[src/rtl/spi_response_transmitter_pkg.sv]
// spi_response_transmitter_pkg: shared SD SPI response types, state encoding and helpers
package spi_response_transmitter_pkg;

    localparam logic [1:0] RESP_R1  = 2'd0;
    localparam logic [1:0] RESP_R1B = 2'd1;
    localparam logic [1:0] RESP_R37 = 2'd2;

    typedef enum logic [2:0] {
        ST_IDLE = 3'd0,
        ST_GAP  = 3'd1,
        ST_SEND = 3'd2,
        ST_BUSY = 3'd3,
        ST_DONE = 3'd4
    } state_t;

    // Response length in bits; anything other than R3/R7 is a single R1 byte
    function automatic logic [5:0] resp_bits(input logic [1:0] t);
        return (t == RESP_R37) ? 6'd40 : 6'd8;
    endfunction

endpackage

[src/rtl/spi_response_transmitter_spi_clk_edge.sv]
// spi_clk_edge: oversampled SPI clock edge detector shared by receiver and transmitter
module spi_clk_edge (
    input  logic clock,
    input  logic reset,
    input  logic spi_clk_i,
    output logic rise_o,
    output logic fall_o
);

    logic clk_prev_q;

    // Previous sampled SPI clock level, cleared on reset
    always_ff @(posedge clock) begin
        if (!reset) clk_prev_q <= 1'b0;
        else        clk_prev_q <= spi_clk_i;
    end

    assign rise_o = ~clk_prev_q & spi_clk_i;
    assign fall_o = clk_prev_q & ~spi_clk_i;

endmodule

[src/rtl/spi_response_transmitter.sv]
// spi_response_transmitter: shifts SD SPI-mode R1/R1b/R3/R7 responses out on DO after the N_CR gap
module spi_response_transmitter
    import spi_response_transmitter_pkg::*;
#(
    parameter int unsigned NCR_BYTES = 1
) (
    input  logic        clock,
    input  logic        reset,
    input  logic        io_SPI_CLK,
    input  logic        io_SPI_CS,
    output logic        io_SPI_DO,
    input  logic        io_Start,
    input  logic [1:0]  io_Type,
    input  logic [7:0]  io_R1,
    input  logic [31:0] io_Trailer,
    input  logic        io_Busy,
    output logic        io_Ready,
    output logic        io_Done,
    output logic [2:0]  io____state
);

    state_t      state_q;
    logic        do_q;
    logic [39:0] shreg_q;
    logic [5:0]  bit_cnt_q;
    logic [6:0]  gap_cnt_q;
    logic [1:0]  type_q;
    logic        fall;

    spi_clk_edge u_edge (
        .clock     (clock),
        .reset     (reset),
        .spi_clk_i (io_SPI_CLK),
        .rise_o    (),
        .fall_o    (fall)
    );

    // Response FSM: DO only moves on SPI falling edges; CS high aborts any response
    always_ff @(posedge clock) begin
        if (!reset) begin
            state_q   <= ST_IDLE;
            do_q      <= 1'b1;
            shreg_q   <= '0;
            bit_cnt_q <= '0;
            gap_cnt_q <= '0;
            type_q    <= RESP_R1;
        end else if (io_SPI_CS && state_q != ST_IDLE) begin
            state_q <= ST_IDLE;
            do_q    <= 1'b1;
        end else begin
            case (state_q)
                ST_IDLE: begin
                    do_q <= 1'b1;
                    if (io_Start && !io_SPI_CS) begin
                        shreg_q   <= (io_Type == RESP_R37) ? {io_R1, io_Trailer} : {io_R1, 32'h0};
                        bit_cnt_q <= resp_bits(io_Type);
                        gap_cnt_q <= 7'(NCR_BYTES * 8);
                        type_q    <= io_Type;
                        state_q   <= ST_GAP;
                    end
                end
                ST_GAP: if (fall) begin
                    do_q      <= 1'b1;
                    gap_cnt_q <= gap_cnt_q - 7'd1;
                    if (gap_cnt_q == 7'd1) state_q <= ST_SEND;
                end
                ST_SEND: if (fall) begin
                    if (bit_cnt_q != 6'd0) begin
                        do_q      <= shreg_q[39];
                        shreg_q   <= {shreg_q[38:0], 1'b0};
                        bit_cnt_q <= bit_cnt_q - 6'd1;
                    end else if (type_q == RESP_R1B) begin
                        do_q    <= ~io_Busy;
                        state_q <= ST_BUSY;
                    end else begin
                        do_q    <= 1'b1;
                        state_q <= ST_DONE;
                    end
                end
                ST_BUSY: if (fall) begin
                    do_q <= ~io_Busy;
                    if (!io_Busy) state_q <= ST_DONE;
                end
                ST_DONE: state_q <= ST_IDLE;
                default: state_q <= ST_IDLE;
            endcase
        end
    end

    assign io_SPI_DO   = do_q;
    assign io_Ready    = (state_q == ST_IDLE);
    assign io_Done     = (state_q == ST_DONE);
    assign io____state = state_q;

endmodule
[config.mk]
export PLATFORM = sky130hd
export DESIGN_NAME = spi_response_transmitter
export DESIGN_NICKNAME = d
export VERILOG_FILES = /design/src/rtl/spi_response_transmitter_pkg.sv /design/src/rtl/spi_response_transmitter_spi_clk_edge.sv /design/src/rtl/spi_response_transmitter.sv
export SDC_FILE = /design/constraint.sdc
export NUM_CORES = 1
export LEC_CHECK = 0
export BUFFER_PORTS_ARGS = -buffer_cell sky130_fd_sc_hd__buf_2
export CORE_MARGIN = 1
export CORE_UTILIZATION = 56
export DETAILED_ROUTE_END_ITERATION = 10
export HOLD_SLACK_MARGIN = 0.06
export PLACE_DENSITY = 0.8
export SETUP_SLACK_MARGIN = 0.4
export SKIP_LAST_GASP = 1
export SLEW_MARGIN = 0
export SYNTH_ARGS = -nofsm -noshare
export SYNTH_HDL_FRONTEND = slang
export SYNTH_SLANG_ARGS = --single-unit
[constraint.sdc]
create_clock -name clock -period 2.13 [get_ports clock]
set_input_delay 0.3195 -clock clock [delete_from_list [all_inputs] [get_ports clock]]
set_output_delay 0.3195 -clock clock [all_outputs]
set_load 0.02 [all_outputs]
==> results of run 1 <==
-- metal layers --
metal,part of all wire (%),wire length [µm],track usage (%)
met5,0,0,0
met4,4.3,454,15.96
met3,8.8,929,8.571
met1,40,4211,37.70
met2,47,4902,48.75
-- worst max-delay path, cell delays in order, from the launching register on --
cell,delay [ps]
dfxtp_4,380
buf_4,160
nor3_4,290
nand3_4,180
nand2b_4,150
buf_6,130
buf_8,110
nor2_1,60
a311oi_2,260
-- stage by stage --
step | instances | total power [W] | hold WS, ps | utilization, %
detailed placement | 477 | 0.002562 | 450.0 | 67.05
global placement | 477 | 0.002528 | 438.7 | 67.05
finish | 530 | 0.004189 | 226.7 | 81.60
CTS | 508 | 0.003858 | 207.4 | 75.81
global route | 530 | 0.004364 | 225.7 | 81.60
floorplan | 370 | 0.002269 | 428.7 | -
-- flip-flops by register name (all words and copies together), names as in the netlist --
name / count
type_q: 2
io____state: 3
u_edge.clk_prev_q: 1
bit_cnt_q: 6
gap_cnt_q: 7
io_SPI_DO: 1
shreg_q: 40
-- how the worst max path moves through the flow --
stage	start	to	cells past startpoint	slack, ps
3_5_place_dp	io____state[0]	shreg_q[11]	4	70
4_1_cts	io____state[2]	shreg_q[4]	6	310
3_3_place_gp	io____state[0]	shreg_q[10]	4	140
5_1_grt	io____state[0]	shreg_q[32]	8	240
2_1_floorplan	io____state[2]	shreg_q[32]	6	360
6_report	io____state[0]	shreg_q[32]	8	320
-- logic make-up after synthesis --
family	Yosys count
AOI/OAI and AO/OA	103
xor gates and xnor gates	8
and+or+nand+nor	160
DFF	60
buffers and inverters	36
adders and majority gates	3
-- what timing repair did --
item,CTS,global route
gates cloned,4,2
resized for setup,23,26
setup buffers,11,20
endpoints found under the setup margin,44,54
pin swaps,15,21
-- final cells by class --
type	count	area [µm²]
multi-input cells	275	1936
flip-flops and latches	60	1212
fillers	293	969.7
repair buffers	100	800.8
clock buffers	13	190.2
well taps	70	87.58
clock inverters	3	40.04
inverters	9	33.78
-- cell usage in the layout (no fill, tap or decap), drive strengths merged, types with 2 or more instances in the layout --
master    n
nand2b    6
nand3b    2
nand3    13
nor4      2
o211a     8
xor2      7
nor3b     3
inv       8
nor2     56
dfxtp    60
clkinv    3
ha        3
a311oi   31
buf      98
nand2    60
and2      4
a2111oi   2
nor2b     2
o21ai    39
a21oi    13
clkbuf   15
nand4b    2
nor3      8
a21boi    2
o211ai    2
-- power by group --
part / internal (W) / switching (W) / total, W
registers: 0.00130 / 0.000156 / 0.00146
logic: 0.000682 / 0.000869 / 0.00155
clock network: 0.000704 / 0.000473 / 0.00118
total: 0.00269 / 0.00150 / 0.00419
==> impl_results.md, run 1 <==
- Layout area overhead: 36.71%
- Area of the core: about 5300 µm²
- Synth top area cells: dfxtp_1, a311oi_2, nand2_1, nor2_1, o21ai_0
- Fraction of registers with async set/reset: 0%
- Cell area after layout: 4300 µm²
- Worst-Margin Slew: roughly 460 ps
- CP arrival: roughly 2000 ps
- Synthesized-area fraction occupied by xor and xnor cells: between 2 and 2.5%
- Final ANT Viol Nets: 0
- Largest net degree at the start of global routing: 41
- CTS clock-pin slew for the worst setup and hold paths: 70 ps
- Post-Route WL: roughly 10 mm
- CTS tree: done
- FF-to-FF setup slack: between 300 and 400 ps
- Die area: between 5000 and 6000 µm²
- Main combinational cell family by area after synthesis: compound AO/OA/AOI/OAI gates
- Worst Skew: 9.464 ps
- GRT Overall Usage: approximately 31%
- Leak: 1.735 nW
- I/O Pins: 54
- Req. time, crit path: 2380 ps
- Starting Density: 59.69%
- Compound-cell area share of the yosys netlist: 29.59%
- Reg2Reg Depth: 8
- CTS Buf Count: 9
- Setup TNS: 0 ps
- Minimum clock period: 1807 ps
- Deepest clock path buffer count: 2
- Top cells by count, synth: dfxtp_1, nand2_1, nor2_1
- Register area share after synthesis: 38.19%
- Hold EP: u_edge.clk_prev_q
- Post-synthesis register bit count: 60
- Area share of and/or/nand/nor cells after synthesis: 23.03%
- Total of max-cap violations: 0
- Power density over cell area: 974.1 nW/µm²
- Nets: a little over 500
- Drc violations: 0
- Fmax: about 550 MHz
- Final Cycle Share: 84.84%
- Placed Instance Area: 3533 µm²
- Yosys top cell by area: dfxtp_1
- Avg Cell Area, Syn: approximately 8.5 µm²
- Mux cell area share after synthesis: 0%
- Die W: 76.95 µm
- WS Path Type: reg -> reg
- Detailed placement HPWL: 4.678 mm
- HP Start: io_SPI_CLK
- Final WS setup: approximately 320 ps
- Via count: 3,387
- Tightest Hold Check Type: in -> reg
- First-pass GRT wire length: between 10 and 15 mm
- Top-area cell type share of the netlist area: 38.19%
- CP Launch Type: flip-flop
- FF-to-FF Start: io____state[0]
- Initial DRC count: 376
- Slew headroom: 69.21%
- Cells after Synth: between 300 and 400
- Run status: complete, no violations
- Skew-Pair Late Insertion Delay: about 350 ps
- Number of flops mapped to enable cells by yosys: 0
- Unrepaired setup endpoints after global routing: yes
- Hold-critical path depth: 2
- DIE HEIGHT: just under 80 µm
- CTS root buf: clkbuf_8
- Max VDD drop: about 550 µV
- Share of cells above drive strength 1: 40.22%
- Ys flop type: dfxtp_1
- Grt ovf: 0
- Slew Limit Fails: 0
- Pre-antenna DRT Iters: 5
- CTS hold repair buffers: 0
- Syn_nets: 421
- Reg2Reg Capture Point: shreg_q[32]
- Synth unique cells: 44
- Drt wl/cell: 19.81 µm
- Antenna violations before repair: 0
- Final hold vios: 0
- Vias per inst: 6.391
- Worst-path fanout max: 6
- Row cnt: 26
- Final setup fails: 0
- Mapped Area: about 3100 µm²
- Synth warn: 0
- Gpl congestion: 0.8155
- Area share of fa/ha/maj cells after synthesis: 1.193%
- Setup crit end kind: flip-flop
- Port-buffer cells: 53
- Diodes inserted: 0
- Clk sinks: 60
- Pre-CTS WS: 70.02 ps
- Number of global-route vias before repair: just over 3,000
- H-tree Lvls: 3
Power figures use the tool's default switching activity.
==> run 2: changes to the inputs <==
--- a/config.mk
+++ b/config.mk
@@ -5,12 +5,13 @@
 export SDC_FILE = /design/constraint.sdc
 export NUM_CORES = 1
 export LEC_CHECK = 0
+export ABC_AREA = 1
 export BUFFER_PORTS_ARGS = -buffer_cell sky130_fd_sc_hd__buf_2
 export CORE_MARGIN = 1
-export CORE_UTILIZATION = 56
+export CORE_UTILIZATION = 52
 export DETAILED_ROUTE_END_ITERATION = 10
 export HOLD_SLACK_MARGIN = 0.06
-export PLACE_DENSITY = 0.8
+export PLACE_DENSITY = 0.77
 export SETUP_SLACK_MARGIN = 0.4
 export SKIP_LAST_GASP = 1
 export SLEW_MARGIN = 0
==> constraint.sdc (replaced) <==
create_clock -name clock -period 1.6 [get_ports clock]
set_input_delay 0.24 -clock clock [delete_from_list [all_inputs] [get_ports clock]]
set_output_delay 0.24 -clock clock [all_outputs]
set_load 0.02 [all_outputs]
==> run 2 against run 1 <==
Effect of this change:
- the run now ends with negative setup slack left
- largest power group unchanged
- fmax grew 12%
- hold slack lost 110 ps
- synthesized area grew 15%
==> impl_results.md, run 2 <==
- Run status: complete, but fails checks
- Failing checks: negative setup slack
- Worst-path fanout max: 17 (+11)
- Row cnt: 30 (+15%)
- CTS root buf: clkbuf_8
- Grt ovf: 0 (unchanged)
- FF-to-FF setup slack: -8 ps (-330 ps)
- Gpl congestion: 0.9138 (+12%)
- Largest net degree at the start of global routing: 40 (-2.4%)
- Layout area overhead: 35.16%
- Post-synthesis register bit count: 60 (unchanged)
- Final core occ: 72.26% (-9.3 points)
- Yosys top cell by area: dfxtp_1
- Placed Instance Area: 4108 µm² (+16%)
- CP Launch Type: flip-flop
- DIE HEIGHT: 85.35 µm (+11%)
- Largest registers: shreg_q (40), gap_cnt_q (7), bit_cnt_q (6)
- Combinational fraction of design power: 59.2% (+22 points)
- Clk sinks: 60 (unchanged)
- GRT Overall Usage: 27.74% (-3.0 points)
- Pre-antenna DRT Iters: 5 (unchanged)
- Avg Cell Area, Syn: 5.680 µm² (-33%)
- Compound-cell area share of the yosys netlist: 4.018% (-26 points)
- Cells after Synth: 636 (+72%)
- Clock power frac: 14.3% (-14 points)
- Nets: 763 (+51%)
- Final WS setup: -7.914 ps (-330.9 ps)
- Req. time, crit path: 1870 ps (-510 ps)
- Unrepaired setup endpoints after global routing: yes
- NetSw: 0.004018 W (+170%)
- Sequential Power Share: 26.5% (-8.4 points)
- Max VDD drop: 1144 µV (+110%)
- Setup TNS: -7.914 ps (-7.914 ps)
- Most common cell after layout, fill and taps aside: nor2_1
- Pwr Total: 0.009072 W (+120%)
- Total of max-cap violations: 0 (unchanged)
- Crit path to: bit_cnt_q[4]
- CTS Buf Count: 9 (unchanged)
- Non-Filler Instances: 797 (+50%)
- Via count: 4,184 (+24%)
- Synth top area cells: dfxtp_1, nand2_1, nor2_1, nand3_1, inv_1
- CP arrival: 1880 ps (-180 ps)
- Reg2Reg Depth: 8 (unchanged)
- Most common cell in the synthesized netlist: nand2_1
- Worst-Margin Slew: 286.9 ps (-171.2 ps)
- Switching Share: 44.29% (+8.5 points)
- Leak: 2.414 nW (+39%)
- Setup crit end kind: flip-flop
- CTS clock-pin slew for the worst setup and hold paths: 70 ps (about the same)
- Final ANT Viol Nets: 0 (unchanged)
- Drt wl/cell: 13.95 µm (-30%)
- Die area: 7284 µm² (+23%)
- Drc violations: 0 (unchanged)
- FF-to-FF Start: bit_cnt_q[2]
- Fmax: 621.9 MHz (+12%)
- Final hold vios: 0 (unchanged)
- Mapped Area: 3612 µm² (+15%)
- Deepest clock path buffer count: 2 (unchanged)
- Post-Route WL: 11.12 mm (+5.9%)
- Synth warn: 0 (unchanged)
- Cell area after layout: 4882 µm² (+14%)
- Slew Limit Fails: 0 (unchanged)
- Main combinational cell family by area after synthesis: simple AND/OR/NAND/NOR gates
- WS Path Type: reg -> reg
- Most flops, register: shreg_q
- Top-area cell type share of the netlist area: 33.25% (-4.9 points)
- Reg2Reg Capture Point: bit_cnt_q[4]
- Worst Skew: 6.398 ps (-3.066 ps)
- Leading cell types in the layout, fill and taps excluded: nor2_1, nand2_1, inv_1
- I/O Pins: 54 (unchanged)
- Diodes inserted: 0 (unchanged)
- Register area share after synthesis: 33.25% (-4.9 points)
- Slew headroom: 80.87% (+12 points)
- Port-buffer cells: 53 (unchanged)
- Area share of and/or/nand/nor cells after synthesis: 47.35% (+24 points)
- Number of global-route vias before repair: 3,663 (+19%)
- Final Cycle Share: 100.5% (+16 points)
- CTS hold repair buffers: 0 (unchanged)
- Ys flop type: dfxtp_1
- Area share of fa/ha/maj cells after synthesis: 1.039% (-0.15 points)
- Number of flops mapped to enable cells by yosys: 0 (unchanged)
- Antenna violations before repair: 0 (unchanged)
- Detailed placement HPWL: 5.630 mm (+20%)
- Minimum clock period: 1608 ps (-199.1 ps)
- Vias per inst: 5.250 (-18%)
- Starting Density: 53.46% (-6.2 points)
- Power density over cell area: 1858 nW/µm² (+91%)
- Fillers: 517 (+76%)
- Mux cell area share after synthesis: 0% (unchanged)
- Fraction of registers with async set/reset: 0% (unchanged)
- Max reg flops: 40 (unchanged)
- Placed insts: 755 (+58%)
- Syn_nets: 687 (+63%)
- Internal power: 0.005054 W (+88%)
- Top cells by count, synth: nand2_1, nor2_1, inv_1
- Initial DRC count: 503 (+34%)
- Share of cells above drive strength 1: 23.29% (-17 points)
- CTS tree: done
- Area of the core: 6756 µm² (+28%)
- H-tree Lvls: 3 (unchanged)
- Die W: 85.35 µm (+11%)
- Final setup fails: 1 (+1)
- Synth unique cells: 26 (-41%)
- Skew-Pair Late Insertion Delay: 350 ps (about the same)
- Tightest Hold Check Type: in -> reg
- First-pass GRT wire length: 16.07 mm (+13%)
- CP startpoint: bit_cnt_q[2]
- Synthesized-area fraction occupied by xor and xnor cells: 0.7274% (-1.5 points)
==> run 2: how the worst min path moves through the flow <==
stage | startpoint | cells after the start | to | slack (ps)
final | io_SPI_CLK | 3 | u_edge.clk_prev_q | 120
after global routing | io_SPI_CLK | 3 | u_edge.clk_prev_q | 120
after CTS | io_SPI_CLK | 3 | u_edge.clk_prev_q | 80
after detailed placement | io_SPI_CLK | 3 | u_edge.clk_prev_q | 450
after global placement | io_SPI_CLK | 3 | u_edge.clk_prev_q | 430
after floorplan | io_SPI_CLK | 2 | u_edge.clk_prev_q | 330
==> run 2: kinds of logic (layout without fill, tap and decap cells) <==
group / count (synthesis) / count (layout)
AND/OR/NAND/NOR: 420 / 421
AO/OA/AOI/OAI: 29 / 29
flip-flops: 60 / 60
adder cells (fa/ha/maj): 3 / 3
buffers and inverters: 121 / 201
XOR/XNOR: 3 / 3
==> run 2: power by group through the flow <==
stage	Clock (W)	Sequential (W)	Combinational, W
after detailed placement	0	0.00241	0.00382
final	0.00130	0.00241	0.00537
after global placement	0	0.00239	0.00372
after CTS	0.00131	0.00237	0.00447
after global routing	0.00140	0.00245	0.00590
after floorplan	0	0.00236	0.00313
==> run 2: routing by layer <==
metal | vias up | GRT usage (%) | part of all wire, %
met2 | 211 | 44.35 | 47
met1 | 1854 | 35.72 | 42
met4 | 0 | 12.27 | 3.7
li1 | 2071 | - | -
met5 | - | 0 | 0
met3 | 48 | 6.615 | 7.2
==> run 2: layout make-up <==
class | count | area, µm² | area share, %
multi-input combinational | 456 | 2160 | 44.23
sequential | 60 | 1212 | 24.83
timing repair buffer | 94 | 863.3 | 17.68
inverter | 91 | 359.1 | 7.355
clock buffer | 12 | 165.2 | 3.383
tap | 80 | 100.1 | 2.050
clock inverter | 4 | 22.52 | 0.4613
==> run 2: worst max-delay path, stage by stage, from the launching register on <==
cell and delay (ps):
dfxtp_1 350, nor2_1 260, nand2_2 130, nor2_4 170, nand2_4 90, nand3_4 120, buf_12 170, nand2_1 70
a21oi_1 170
==> run 2: what timing repair did <==
item / CTS / global route
resized for setup: 31 / 40
setup buffers: 12 / 6
cloned: 4 / 4
pin swaps: 5 / 18
setup endpoints to repair: 60 / 63
==> run 2: per-stage QoR <==
stage,hold WS [ps],setup slack [ps]
floorplan,333.5,226.5
global route,121.1,-65.19
global placement,434.9,149.9
finish,115.3,-7.914
detailed placement,446.3,118.1
CTS,80.65,122.9
==> run 3: changes to the inputs <==
--- a/config.mk
+++ b/config.mk
@@ -17,4 +17,5 @@
 export SLEW_MARGIN = 0
 export SYNTH_ARGS = -nofsm -noshare
 export SYNTH_HDL_FRONTEND = slang
+export SYNTH_HIERARCHICAL = 1
 export SYNTH_SLANG_ARGS = --single-unit
==> run 3 against run 2 <==
Effect of this change:
- the run now ends clean
- clock skew up 5.4 ps
- clock power fell by 10%
- combinational power grew 18%
- routed wire length fell by 3.7%
- global-route usage fell by 0.93 points
- fmax is 1.6% higher
- critical endpoint is now bit_cnt_q[5]
- synthesized area shrank 0.55%
- via count shrank 3.3%
- die area shrank 0.54%
- sequential power about the same
==> impl_results.md, run 3 <==
- Placed insts: 725 (-4.0%)
- Cells after Synth: 611 (-3.9%)
- Area occupied by multi-input gates: 2200 µm² (+1.9%)
- Max reg flops: 40 (unchanged)
- Area of the core: 6495 µm² (-3.9%)
- Row cnt: 29 (-3.3%)
- Unrepaired setup endpoints after global routing: yes
- Slew Limit Fails: 0 (unchanged)
- Setup crit end kind: flip-flop
- Most flops, register: shreg_q
- Number of global-route vias before repair: 3,549 (-3.1%)
- Leading cell types in the layout, fill and taps excluded: nor2_1, nand2_1, dfxtp_1
- Pre-antenna DRT Iters: 6 (+1)
- Tightest Hold Check Type: in -> reg
- Worst-Margin Slew: 366.6 ps (+79.64 ps)
- Die W: 85.12 µm (-0.27%)
- Gpl congestion: 0.8588 (-6.0%)
- Non-Filler Instances: 773 (-3.0%)
- Drt wl/cell: 13.86 µm (-0.67%)
- Reg area: 1214 µm² (+0.10%)
- CTS root buf: clkbuf_8
- Post-Route WL: 10.72 mm (-3.7%)
- Minimum clock period: 1583 ps (-25.17 ps)
- Power density over cell area: 2054 nW/µm² (+11%)
- Pre-CTS WS: 17.62 ps (-100.5 ps)
- Drc violations: 0 (unchanged)
- Crit path to: bit_cnt_q[5]
- CP Launch Type: flip-flop
- Diodes inserted: 0 (unchanged)
- First-pass GRT wire length: 15.45 mm (-3.9%)
- Detailed placement HPWL: 5.696 mm (+1.2%)
- Nets: 743 (-2.6%)
- Starting Density: 55.31% (+1.8 points)
- Synth warn: 6 (+6)
- Final WS setup: 17.26 ps (+25.17 ps)
- WS Path Type: reg -> reg
- CTS clock-pin slew for the worst setup and hold paths: 70 ps (about the same)
- Port-buffer cells: 53 (unchanged)
- Share of cells above drive strength 1: 25.00% (+1.7 points)
- Reg2Reg Capture Point: bit_cnt_q[5]
- Deepest clock path buffer count: 2 (unchanged)
- Clk sinks: 60 (unchanged)
- Syn_nets: 662 (-3.6%)
- FF-to-FF Start: io____state[2]
- H-tree Lvls: 3 (unchanged)
- Slew headroom: 75.41% (-5.5 points)
- Setup TNS: 0 ps (+7.914 ps)
- Mapped Area: 3592 µm² (-0.55%)
- Most common cell after layout, fill and taps aside: nor2_1
- Final ANT Viol Nets: 0 (unchanged)
- Fmax: 631.8 MHz (+1.6%)
- CTS tree: done
- Worst Skew: 11.82 ps (+5.417 ps)
- Fillers: 519 (+0.39%)
- CTS Buf Count: 9 (unchanged)
- Largest registers: shreg_q (40), gap_cnt_q (7), bit_cnt_q (6)
- Initial DRC count: 384 (-24%)
- Leak: 2.271 nW (-5.9%)
- Final hold vios: 0 (unchanged)
- Worst-path fanout max: 6 (-11)
- Skew-Pair Late Insertion Delay: 340 ps (about the same)
- GRT Overall Usage: 26.81% (-0.93 points)
- Grt ovf: 0 (unchanged)
- Antenna violations before repair: 0 (unchanged)
- CP arrival: 1810 ps (-70 ps)
- I/O Pins: 54 (unchanged)
- Req. time, crit path: 1830 ps (-40 ps)
- Total of max-cap violations: 0 (unchanged)
- Run status: complete, no violations
- Final Cycle Share: 98.92% (-1.6 points)
- Worst hold slack: 97.64 ps (-17.64 ps)
- Avg Cell Area, Syn: 5.879 µm² (+3.5%)
- Via count: 4,044 (-3.3%)
- Largest net degree at the start of global routing: 46 (+15%)
- Reg2Reg Depth: 9 (+1)
- Die area: 7245 µm² (-0.54%)
- CP startpoint: io____state[2]
- Final setup fails: 0 (-1)
- Max VDD drop: 1293 µV (+13%)
- Layout area overhead: 33.72%
- DIE HEIGHT: 85.12 µm (-0.27%)
- Vias per inst: 5.232 (-0.35%)
- FF-to-FF setup slack: 20 ps (+30 ps)
run 3: per-layer routing:
layer,part of all wire (%),global-route usage [%],vias up
met3,5.9,5.934,31
met2,48,45.67,157
met5,0,0,-
met1,42,33.09,1834
met4,3.3,10.17,0
li1,-,-,2022
run 3: metrics by stage:
step / power [W] / instance area (µm²) / utilization [%]
5_1_grt: 0.01058 / 4803 / 73.95
3_3_place_gp: 0.006598 / 4033 / 62.09
4_1_cts: 0.008789 / 4508 / 69.41
6_report: 0.009865 / 4803 / 73.95
3_5_place_dp: 0.006722 / 4033 / 62.09
2_1_floorplan: 0.005862 / 3691 / -
run 3: worst min-delay path by stage:
| stage | startpoint | to | slack (ps) | cells past startpoint |
|---|---|---|---|---|
| finish | io_SPI_CLK | u_edge/clk_prev_q | 100 | 3 |
| global route | io_SPI_CLK | u_edge/clk_prev_q | 120 | 3 |
| detailed placement | io_SPI_CLK | u_edge/clk_prev_q | 450 | 3 |
| global placement | io_SPI_CLK | u_edge/clk_prev_q | 430 | 3 |
| CTS | io_SPI_CLK | u_edge/clk_prev_q | 90 | 3 |
| floorplan | io_SPI_CLK | u_edge/clk_prev_q | 330 | 2 |
run 3: worst max-delay path, stage by stage, from the launching register on:
cell	delay, ps
dfxtp_4	370
buf_4	140
nor2_2	170
o21ai_2	100
nor2_4	150
buf_12	170
buf_12	130
nand3_2	50
nor2_1	130
nor2_1	60
run 3: power by group:
part | switching [W] | leakage, nW | internal, W
clock network | 0.000621 | 0.0822 | 0.000546
registers | 0.000350 | 0.496 | 0.00203
logic | 0.00351 | 1.69 | 0.00280
total | 0.00448 | 2.27 | 0.00538
run 3: area by class of cell:
class / instances / area share [%]
multi-input cells: 462 / 45.79
inverters: 59 / 4.975
repair buffers: 100 / 18.70
clock inverters: 5 / 0.5991
clock buffers: 10 / 2.657
flip-flops and latches: 60 / 25.27
well taps: 77 / 2.006
run 3: timing repair:
| action | 4_1_cts | 5_1_grt |
|---|---|---|
| buffers inserted | 15 | 10 |
| endpoints found under the setup margin | 59 | 63 |
| pin swaps | 12 | 15 |
| cloned | 4 | 4 |
| hold buffers | 0 | 0 |
| resized for setup | 28 | 34 |
| endpoints found under the hold margin | 0 | 0 |
